<file path="src/rtl/fifo_pkg.sv">
// Shared types and defaults for the FIFO write-port arbiter and anything that
// decodes FIFO status (FIFO instance, benches).
package fifo_pkg;

  localparam int DW_DEFAULT    = 8;
  localparam int DEPTH_DEFAULT = 16;

  typedef enum logic [1:0] {
    IDLE = 2'd0,
    OWN0 = 2'd1,
    OWN1 = 2'd2
  } arb_state_e;

  typedef enum logic [1:0] {
    EMP = 2'd0,
    PAR = 2'd1,
    FUL = 2'd2
  } fifo_state_e;

  function automatic fifo_state_e fifo_state(input logic full, input logic empty);
    if (empty)     return EMP;
    else if (full) return FUL;
    else           return PAR;
  endfunction

endpackage

</file>
<file path="src/rtl/rr_pick2.sv">
// Two-way round-robin selector: on contention the requester not served last wins.
module rr_pick2 (
  input  logic req0,
  input  logic req1,
  input  logic last,   // 0 = producer 0 served last, 1 = producer 1
  output logic valid,
  output logic pick    // 0 = producer 0, 1 = producer 1
);

  assign valid = req0 | req1;
  assign pick  = (req0 & req1) ? ~last : req1;

endmodule

</file>
<file path="src/rtl/fifo_rr_arbiter.sv">
// Round-robin, burst-limited sharing of one FIFO write port between two
// producers, with a shadow occupancy count guarding overflow and empty reads.
module fifo_rr_arbiter
  import fifo_pkg::*;
#(
  parameter int DW    = DW_DEFAULT,
  parameter int DEPTH = DEPTH_DEFAULT,
  parameter int CW    = 5,
  parameter int BURST = 4
) (
  input  logic          clk,
  input  logic          rst,
  input  logic          req0,
  input  logic [DW-1:0] din0,
  output logic          gnt0,
  input  logic          req1,
  input  logic [DW-1:0] din1,
  output logic          gnt1,
  input  logic          rd_req,
  output logic          fifo_wr,
  output logic [DW-1:0] fifo_din,
  output logic          fifo_rd,
  input  logic          fifo_full,
  input  logic          fifo_empty,
  output logic [1:0]    owner,
  output logic [CW-1:0] count,
  output logic          ovf_err
);

  localparam int BW = $clog2(BURST + 1);

  arb_state_e    state, state_next;
  logic [BW-1:0] burst_cnt, burst_next, burst_inc;
  logic          last_served, last_next;
  logic          space, reaches;
  logic          own_req, oth_req, own_id;
  arb_state_e    other_state;
  logic          pick_valid, pick;
  logic [CW:0]   occ_pending;

  rr_pick2 u_pick (
    .req0  (req0),
    .req1  (req1),
    .last  (last_served),
    .valid (pick_valid),
    .pick  (pick)
  );

  // A write still in the output register already owns a FIFO slot.
  assign occ_pending = {1'b0, count} + (CW + 1)'(fifo_wr);
  assign space       = occ_pending < (CW + 1)'(DEPTH);

  assign gnt0 = (state == OWN0) & req0 & space;
  assign gnt1 = (state == OWN1) & req1 & space;

  assign own_id      = (state == OWN1);
  assign own_req     = own_id ? req1 : req0;
  assign oth_req     = own_id ? req0 : req1;
  assign other_state = own_id ? OWN0 : OWN1;

  assign burst_inc = burst_cnt + BW'(gnt0 | gnt1);
  assign reaches   = (burst_inc == BW'(BURST));

  assign fifo_rd = rd_req & (count != '0) & ~fifo_empty;
  assign owner   = 2'(state);

  // NOTE: every combinational output gets a default first so no path leaves it unassigned (no latch).
  always_comb begin
    state_next = state;
    last_next  = last_served;
    case (state)
      IDLE: if (pick_valid) state_next = pick ? OWN1 : OWN0;
      OWN0, OWN1: begin
        if (!own_req) begin
          state_next = oth_req ? other_state : IDLE;
        end else if (reaches && oth_req) begin
          state_next = other_state;
          last_next  = own_id;
        end
      end
      default: state_next = IDLE;
    endcase
    burst_next = (state_next != state || reaches) ? '0 : burst_inc;
  end

  // NOTE: state uses non-blocking assignments under an async active-low reset; all of it is cleared.
  always_ff @(posedge clk or negedge rst) begin
    if (!rst) begin
      state       <= IDLE;
      burst_cnt   <= '0;
      last_served <= 1'b1;
      fifo_wr     <= 1'b0;
      fifo_din    <= '0;
      count       <= '0;
      ovf_err     <= 1'b0;
    end else begin
      state       <= state_next;
      burst_cnt   <= burst_next;
      last_served <= last_next;
      fifo_wr     <= gnt0 | gnt1;
      if (gnt0)      fifo_din <= din0;
      else if (gnt1) fifo_din <= din1;
      if (fifo_wr && !fifo_rd && count != CW'(DEPTH))
        count <= count + 1'b1;
      else if (fifo_rd && !fifo_wr && count != '0)
        count <= count - 1'b1;
      if ((fifo_wr && fifo_full) || (fifo_rd && fifo_empty))
        ovf_err <= 1'b1;
    end
  end

endmodule

</file>
<file path="config.mk">
export PLATFORM = sky130hd
export DESIGN_NAME = fifo_rr_arbiter
export DESIGN_NICKNAME = d
export VERILOG_FILES = /design/src/rtl/fifo_pkg.sv /design/src/rtl/rr_pick2.sv /design/src/rtl/fifo_rr_arbiter.sv
export SDC_FILE = /design/constraint.sdc
export NUM_CORES = 1
export LEC_CHECK = 0
export CAP_MARGIN = 20
export CORE_UTILIZATION = 32
export DETAILED_ROUTE_END_ITERATION = 12
export PLACE_DENSITY = 0.66
export SYNTH_ARGS = -nofsm -noshare
export SYNTH_HDL_FRONTEND = slang
export SYNTH_HIERARCHICAL = 1
export SYNTH_SLANG_ARGS = --single-unit
</file>
<file path="constraint.sdc">
create_clock -name clk -period 3.9 [get_ports clk]
set_clock_uncertainty 0.05 [all_clocks]
set_input_delay 0.585 -clock clk [delete_from_list [all_inputs] [get_ports clk]]
set_output_delay 0.585 -clock clk [all_outputs]
set_load 0.01 [all_outputs]
</file>
After elaboration in Yosys (flattened, before gate mapping). Index checks and enable logic that the tools add are counted.

Register bits after elaboration: 21. Bits of input ports: 23. Output and inout bits: 20. Word-level logic and storage cells: 61.

$add $sub $neg: 4. Order comparisons: 1. Equality and inequality tests: 5. Mux-type cells: 15. Bitwise operators: 12. Reductions and logical operators: 17.

Operators by type and width (count): 8-bit two-way mux (2); 2-bit two-way mux (6); 5-bit two-way mux (2); 1-bit bitwise AND (7); 1-bit logical AND (7); 5-bit by 1-bit adder with 6-bit output (1); 6-bit by 5-bit less-than comparator with 1-bit output (second input constant) (1); 5-bit by 1-bit adder with 5-bit output (second input constant) (1); 5-bit != test (second input constant) (1); 5-bit nonzero test (1); 5-bit by 1-bit subtractor with 5-bit output (second input constant) (1); 2-bit case mux with 2 select lines (1); 2-bit nonzero test (2); 3-bit by 1-bit adder with 3-bit output (1); 3-bit equality test (second input constant) (1); 1-bit two-way mux (3); 3-bit two-way mux (1); 1-bit OR (3); 3-bit AND reduction (1); 2-bit by 1-bit equality test with 1-bit output (second input constant) (1); 2-bit equality test (second input constant) (1); 1-bit zero test (2); 2-bit zero test (1); 1-bit logical OR (2); other kinds (3) (4).

Depth between registers and ports, before layout. Gate-level depths: netlist (run 1).

Depth after elaboration: 13. Depth in mapped cells: 14. Depth with buffers taken out: 12.

Cells and area by module. Netlist (run 1), hierarchy kept.

Modules (own cells, without submodules): fifo_rr_arbiter (instances 1, cells an instance 148, area an instance 1413.9 um^2); rr_pick2 (instances 1, cells an instance 2, area an instance 13.8 um^2).

Worst setup path before layout (run 1). Ideal clock, no wire load.

Path kind: reg-to-reg. From: reg state[0], in the netlist owner[0]. To: reg burst_cnt[2]. Library setup time: 0.073 ns. Arrival: 3.074 ns. Required time: 3.777 ns. Path slack: 0.703 ns. Cell stages (with the launch flop): 15. Path buffers: 2. Path through: dfrtp_1 -> inv_1 -> ha_1 -> clkbuf_1 -> nand3_1 -> buf_2 -> inv_1 -> or2_2 -> ha_1 -> ha_1 -> nor2_1 -> a2111oi_0 -> a211oi_1 -> o221a_2 -> nor2_1.

Cells in the longest elaborated chain, start to end: 13. Elaborated cells on any way between the ends: 23.

Ends and longest elaborated chain: start, declared (RTL line fifo_rr_arbiter.sv:32) `arb_state_e state, state_next;`; start signal, assigned (RTL line fifo_rr_arbiter.sv:97) `state <= state_next;`; 2-bit equality test (*) (RTL line fifo_rr_arbiter.sv:56) `assign own_id = (state == OWN1);`; via own_id (RTL line fifo_rr_arbiter.sv:36) `logic own_req, oth_req, own_id;`; 1-bit bitwise AND (*) (2 in series) (RTL line fifo_rr_arbiter.sv:54) `assign gnt1 = (state == OWN1) & req1 & space;`; via gnt1 (RTL line fifo_rr_arbiter.sv:18) `output logic gnt1,`; 1-bit OR (*) (RTL line fifo_rr_arbiter.sv:61) `assign burst_inc = burst_cnt + BW'(gnt0 | gnt1);`; 3-bit by 1-bit adder with 3-bit output (*) (RTL line fifo_rr_arbiter.sv:61); 3-bit equality test (RTL line fifo_rr_arbiter.sv:62) `assign reaches = (burst_inc == BW'(BURST));`; 1-bit logical AND (RTL line fifo_rr_arbiter.sv:76) `end else if (reaches && oth_req) begin`; 2-bit two-way mux (RTL line fifo_rr_arbiter.sv:76); 2-bit two-way mux (RTL line fifo_rr_arbiter.sv:74) `if (!own_req) begin`; 2-bit case mux with 2 select lines (RTL line fifo_rr_arbiter.sv:71) `case (state)`; 2-bit != test (RTL line fifo_rr_arbiter.sv:83) `burst_next = (state_next != state || reaches) ? '0 : burst_inc;`; 1-bit logical OR (RTL line fifo_rr_arbiter.sv:83); 3-bit two-way mux (*) (RTL line fifo_rr_arbiter.sv:83); via burst_next[2] (RTL line fifo_rr_arbiter.sv:33) `logic [BW-1:0] burst_cnt, burst_next, burst_inc;`; end signal, assigned (RTL line fifo_rr_arbiter.sv:98) `burst_cnt <= burst_next;`; end, declared (RTL line fifo_rr_arbiter.sv:33).

Mark *: on every way through the listed nets, which the timed path passes. The rest lies on a longest branch. A chain may end at the register's enable or synchronous reset.

Worst setup path in the final report (run 1).
From: reg state[0], in the netlist owner[0]. To: reg last_served.

Cells in the longest elaborated chain, start to end: 8. Elaborated cells on any way between the ends: 14.

Ends and longest elaborated chain: 2-bit equality test (*) (RTL line fifo_rr_arbiter.sv:56); via own_id (RTL line fifo_rr_arbiter.sv:36); 1-bit bitwise AND (2 in series) (RTL line fifo_rr_arbiter.sv:54); 1-bit OR (RTL line fifo_rr_arbiter.sv:61); 3-bit by 1-bit adder with 3-bit output (RTL line fifo_rr_arbiter.sv:61); 3-bit equality test (RTL line fifo_rr_arbiter.sv:62); 1-bit logical AND (RTL line fifo_rr_arbiter.sv:76); 3-bit AND reduction (no source line); end signal, assigned (RTL line fifo_rr_arbiter.sv:99) `last_served <= last_next;`; end, declared (RTL line fifo_rr_arbiter.sv:34) `logic last_served, last_next;`.

Marks and branches as above.

==> impl_metrics.yaml, run 1 <==
status:
  status: "finished, final reports clean"
sta:
  setup_viol: 0
  slew_headroom: 0.701
  whs_ps: 409
  tightest_slew_ps: 448
  setup_tns_ps: 0
  period_minus_slack_ps: 3090
  hold_viol_final: 0
  fmax_ghz: 0.324
  rsz0062_at_grt: "false"
  maxSlewViolCount: 0
  period_share: 0.791
floorplanning:
  die_h_um: 68.8
  core-area_um2: 4140
  num_rows: 23
  ios: 43
  dieArea_um2: 4730
  die_w_um: 68.8
  initial_core_util: 0.345
place:
  placed_cell_area_um2: 1910
  portBuffers: 42
  place_inst: 239
  dpl.hpwl_mm: 2.36
  routabilityCongestion: 0.875
synth:
  ys_seq_area_frac: 0.369
  ys_warn_count: 6
  synth-async-reset-ratio: 1.00
  ys_seq_elements: 21
  synth_flop_cell: "dfrtp_1"
  synthesis.nets: 183
  synthDistinctLibCells: 48
  syn_inst: 150
  netlist_area_um2: 1430
  syn_avg_cell_area_um2: 9.52
  synth_edf_count: 0
power_and_ir_drop:
  p_per_area_nw_per_um2: 693
  leakage_nw: 0.908
  vdd_drop_max_v: 0.000405
setup_path:
  critPathCaptureType: "flop"
  required_ps: 4040
  cpPeakStageDelay_ps: 510
  crit_chain: "inv_1 > ha_1 > nand3_1 > inv_1 > or2_2 > ha_1 > ha_1 > nor2_1 > and2_1 > nand2_1 > nor2_1 > mux2_2"
  crit_type: "flop to flop"
  crit_fanout: 11
  start_kind: "flop"
  cp.arrival_ps: 3230
  reg2reg_depth: 12
  cp_slowest_cell: "dfrtp_1"
  crit_top_cell: "ha_1"
clock_network:
  clock_path_buffers: 2
  cts_root_buffer: "clkbuf_8"
  h-tree-depth: 1
  clk_latency_ps: 260
  clock-sinks: 21
  numCtsBuffers: 3
  cts_resized: 0
  clkSlewWorstSetupHoldPaths_ps: 80
  cts_tree: "done"
  post_cts_buffers: 0
  hold_buffers: 0
detailed_routing:
  wl_per_cell_um: 12.9
  drc: 0
  drt_first_pass_iters: 4
  vias: 1242
  drt-initial-drc-count: 17
  viasPerCell: 5.09
  ant_nets: 0
  wl_mm: 3.15
worst_hold_path:
  min_path_cells: 1
  holdCritPathClass: "flop to flop"
layout:
  final_common_cell: "clkdlybuf4s50_1"
  drive_gt1_frac: 0.103
  fin_nets: 228
  area_delta_synth_final_pct: 39.1
  final_cell_mix: "clkdlybuf4s50_1 (42), dfrtp_1 (20), nand2_1 (14)"
  final_cells: 244
  multi_input_area_um2: 850
  fillerInstances: 416
  seq_area_um2: 527
  diodes: 0
  finalInstanceArea_um2: 1990
global_route:
  grt_pass1_vias: 1111
  grt_util_all_layers: 0.141
  antenna_found_initial: 0
  grt_max_degree: 22
  grt-ovfl-total: 0
  grt_pass1_wl_mm: 5.02
flow_run:
  drv_cap: 0
-- metal layers --
layer  share of wire  routed length [um]  track usage  vias to the layer above
li1                -                   -            -                      634
met1            0.48                1500        0.186                      564
met2            0.43                1360        0.237                       42
met3           0.086                 269       0.0362                        2
met4          0.0057                  18       0.0230                        0
met5               0                   0            0                        -
-- kinds of logic (layout without fill, tap and decap cells) --
logic type	count (synthesis)	count (layout)	synth area share
compound gates	41	41	0.196
xor+xnor	4	4	0.0245
fa+ha+maj	10	10	0.0929
buf+inv	13	57	0.0359
flops	21	21	0.369
mux	13	13	0.103
simple gates	48	48	0.179
-- final timing paths --
kind | start | to | slack [ps]
max | owner[0] | last_served | 810
min | ovf_err | ovf_err | 410
max reg2reg | owner[0] | last_served | 810
min reg2reg | ovf_err | ovf_err | 410
max in group asynchronous | rst | last_served | 2900
min in group asynchronous | rst | fifo_din[4] | 480
-- metrics by stage --
| stage | worst slack (ps) | utilization | total power, mW |
|---|---|---|---|
| after floorplan | 703 | - | 0.926 |
| after global placement | 792 | 0.461 | 1.23 |
| after detailed placement | 811 | 0.461 | 1.24 |
| after CTS | 802 | 0.473 | 1.39 |
| after global routing | 540 | 0.479 | 1.50 |
| final | 815 | 0.479 | 1.38 |
-- area by class of cell --
cell class	count	area share
Clock buffer	3	0.0208
Timing Repair Buffer	47	0.241
Sequential cell	21	0.265
Clock inverter	1	0.00252
Multi-Input combinational cell	116	0.428
Inverter	6	0.0113
Tap cell	50	0.0315
-- report_power, final --
part / leakage [nW] / switching [mW] / internal, mW
clock: 0.0255 / 0.0710 / 0.0711
combinational: 0.625 / 0.363 / 0.454
sequential: 0.258 / 0.106 / 0.310
total: 0.908 / 0.540 / 0.836
-- synthesized netlist by cell type, drive strengths merged (3+ instances only) --
cell | number | area, um2
nor2b | 3 | 18.8
and3 | 4 | 25.0
a21o | 3 | 22.5
mux2i | 9 | 90.1
inv | 6 | 22.5
nand2 | 14 | 52.6
clkbuf | 5 | 18.8
o21ai | 12 | 60.1
o221ai | 3 | 26.3
ha | 9 | 113
mux2 | 4 | 56.3
a21oi | 8 | 40.0
nand3 | 4 | 20.0
nor2 | 9 | 33.8
dfrtp | 20 | 500
-- registers in the layout, summed over array words and instances, names as in the netlist --
| signal | flops |
|---|---|
| ovf_err | 1 |
| burst_cnt | 3 |
| count | 5 |
| fifo_din | 8 |
| last_served | 1 |
| fifo_wr | 1 |
| owner | 2 |
-- critical path: cells and delay by family (launching register included) --
family | cells | cell delay (ps)
DFF | 1 | 510
buffers and inverters | 2 | 210
muxes | 1 | 340
adders and majority gates | 3 | 820
and+or+nand+nor | 6 | 1080
Note: power is estimated with default switching activity, not from simulation.
==> inputs of run 2 (changes only) <==
- clock period: 3.9 -> 3.16 ns (I/O delays scaled with it)
==> run 2 against run 1 <==
Compared with the run above: total power grew 26%; core utilization fell by 0.27 points; setup slack got worse by 540 ps; non-clock buffer count up 1; die area is the same; design area fell by 0.57%; worst hold slack better by 20 ps; sequential power up 20%; sequential cell count stayed put; global-route usage grew 1.8 points; critical path depth down 1; sequential share of layout area rose by 0.21 points.
==> impl_metrics.yaml, run 2 (synthesis gave the netlist of run 1 again) <==
status:
  status: "finished, final reports clean"
floorplanning:
  ios: 43
  core-area_um2: 4140
  die_h_um: 68.8
  num_rows: 23
  die_w_um: 68.8
  dieArea_um2: 4730
  initial_core_util: 0.345
place:
  routabilityCongestion: 0.868
  portBuffers: 42
  dpl.hpwl_mm: 2.69
  dp_slack_ps: 10.7
clock_network:
  clkSlewWorstSetupHoldPaths_ps: 70
  hold_buffers: 0
  cts_resized: 0
  cts_tree: "done"
  numCtsBuffers: 3
  clk_latency_ps: 250
  clock-sinks: 21
  h-tree-depth: 1
  cts_root_buffer: "clkbuf_8"
  clock_path_buffers: 2
  post_cts_buffers: 0
global_route:
  antenna_found_initial: 0
  grt_pass1_vias: 1267
  grt_max_degree: 22
  grt_pass1_wl_mm: 5.65
  grt_util_all_layers: 0.159
  grt-ovfl-total: 0
setup_path:
  reg2reg_from: "count[1]"
  cpPeakStageDelay_ps: 540
  rr_endpoint: "count[4]"
  r2r_slack_ps: 270
  cp.arrival_ps: 3030
  required_ps: 3300
  crit_top_cell: "ha_1"
  crit_fanout: 8
  start_kind: "input port"
  critPathTopFamily: "simple AND/OR/NAND/NOR gates"
  path_buf_inv: 2
  reg2reg_depth: 9
  crit_type: "input port to flop"
  critPathCaptureType: "flop"
  crit_chain: "clkdlybuf4s50_1 > nand3_1 > inv_1 > or2_2 > ha_1 > ha_1 > xor2_1 > and2_1 > nand2_1 > nor2_1 > mux2_2"
  cp_slowest_cell: "clkdlybuf4s50_1"
layout:
  fillerInstances: 409
  area_delta_synth_final_pct: 38.3
  regMostFlops: "fifo_din"
  diodes: 0
  final_cell_mix: "clkdlybuf4s50_1 (42), dfrtp_1 (19), nand2_1 (14)"
  largest_reg_flops: 8
  top_regs: "fifo_din: 8 flops, count: 5 flops, burst_cnt: 3 flops"
  fin_nets: 229
  final_common_cell: "clkdlybuf4s50_1"
  drive_gt1_frac: 0.113
detailed_routing:
  drt-initial-drc-count: 61
  wl_per_cell_um: 14.0
  viasPerCell: 5.30
  drt_first_pass_iters: 4
  drc: 0
  wl_mm: 3.43
  ant_nets: 0
  vias: 1298
power_and_ir_drop:
  leakage_nw: 0.904
  p_per_area_nw_per_um2: 880
  vdd_drop_max_v: 0.000285
  total_power_mw: 1.74
worst_hold_path:
  holdCritPathClass: "flop to flop"
  min_to: "ovf_err"
  hp-start: "ovf_err"
  min_path_cells: 1
sta:
  slew_headroom: 0.379
  setup_viol: 0
  hold_viol_final: 0
  period_minus_slack_ps: 2890
  setup_ws_ps: 274
  period_share: 0.913
  maxSlewViolCount: 0
  fmax_ghz: 0.346
  setup_tns_ps: 0
  tightest_slew_ps: 928
  rsz0062_at_grt: "false"
flow_run:
  drv_cap: 0
-- run 2: changes by cell type in the layout (fill, tap and decap cells not counted) --
cell,change
dfrtp_1,-1
buf_16,-1
buf_4,+2
dfrtp_2,+1
-- run 2: worst reg2reg max path, cell delays in order (launching register included) --
cell and delay [ps]:
dfrtp_1 450, or4_4 570, mux2i_1 190, nand2_1 190, fa_1 450, a21o_1 200
a21oi_1 210, nand2b_1 190, o22a_1 150, o221ai_1 110
-- run 2: layout make-up --
class | count | area, um2 | area share
well taps | 50 | 62.6 | 0.0317
clock buffers | 3 | 41.3 | 0.0209
repair buffers | 48 | 465 | 0.236
multi-input cells | 116 | 850 | 0.430
clock inverters | 1 | 5.00 | 0.00253
flip-flops and latches | 21 | 528 | 0.267
inverters | 6 | 22.5 | 0.0114
-- run 2: per-layer routing --
metal | wire length, um | track usage | part of all wire
met5 | 0 | 0 | 0
met4 | 19 | 0.0332 | 0.0055
met3 | 250 | 0.0345 | 0.073
met2 | 1680 | 0.293 | 0.49
met1 | 1480 | 0.188 | 0.43
-- run 2: stage by stage --
stage	instance area, um2	instances	utilization	hold slack (ps)
3_5_place_dp	1930	241	0.465	427
5_1_grt	1970	245	0.476	463
6_report	1970	245	0.476	429
4_1_cts	1970	245	0.476	444
2_1_floorplan	1430	150	-	128
3_3_place_gp	1930	241	0.465	387
-- run 2: worst max-delay path by stage --
stage	from	endpoint	slack [ps]	cells past startpoint
finish	req1	last_served	270	11
global route	owner[0]	burst_cnt[1]	40	12
global placement	req1	burst_cnt[1]	90	11
floorplan	owner[0]	burst_cnt[2]	50	14
CTS	count[1]	count[4]	270	9
detailed placement	req1	burst_cnt[0]	10	11
-- run 2: where the power goes --
| group | switching [mW] | internal, mW |
|---|---|---|
| Clock | 0.0837 | 0.0877 |
| Combinational | 0.491 | 0.574 |
| Sequential | 0.116 | 0.385 |
| Total | 0.690 | 1.05 |
==> inputs of run 3 (changes only) <==
- CTS_BUF_LIST: default -> sky130_fd_sc_hd__clkbuf_4 sky130_fd_sc_hd__clkbuf_8
- HOLD_SLACK_MARGIN: default -> 0.15
==> results of run 3 <==
Final layout, timing and power as in run 2 (identical DEF).
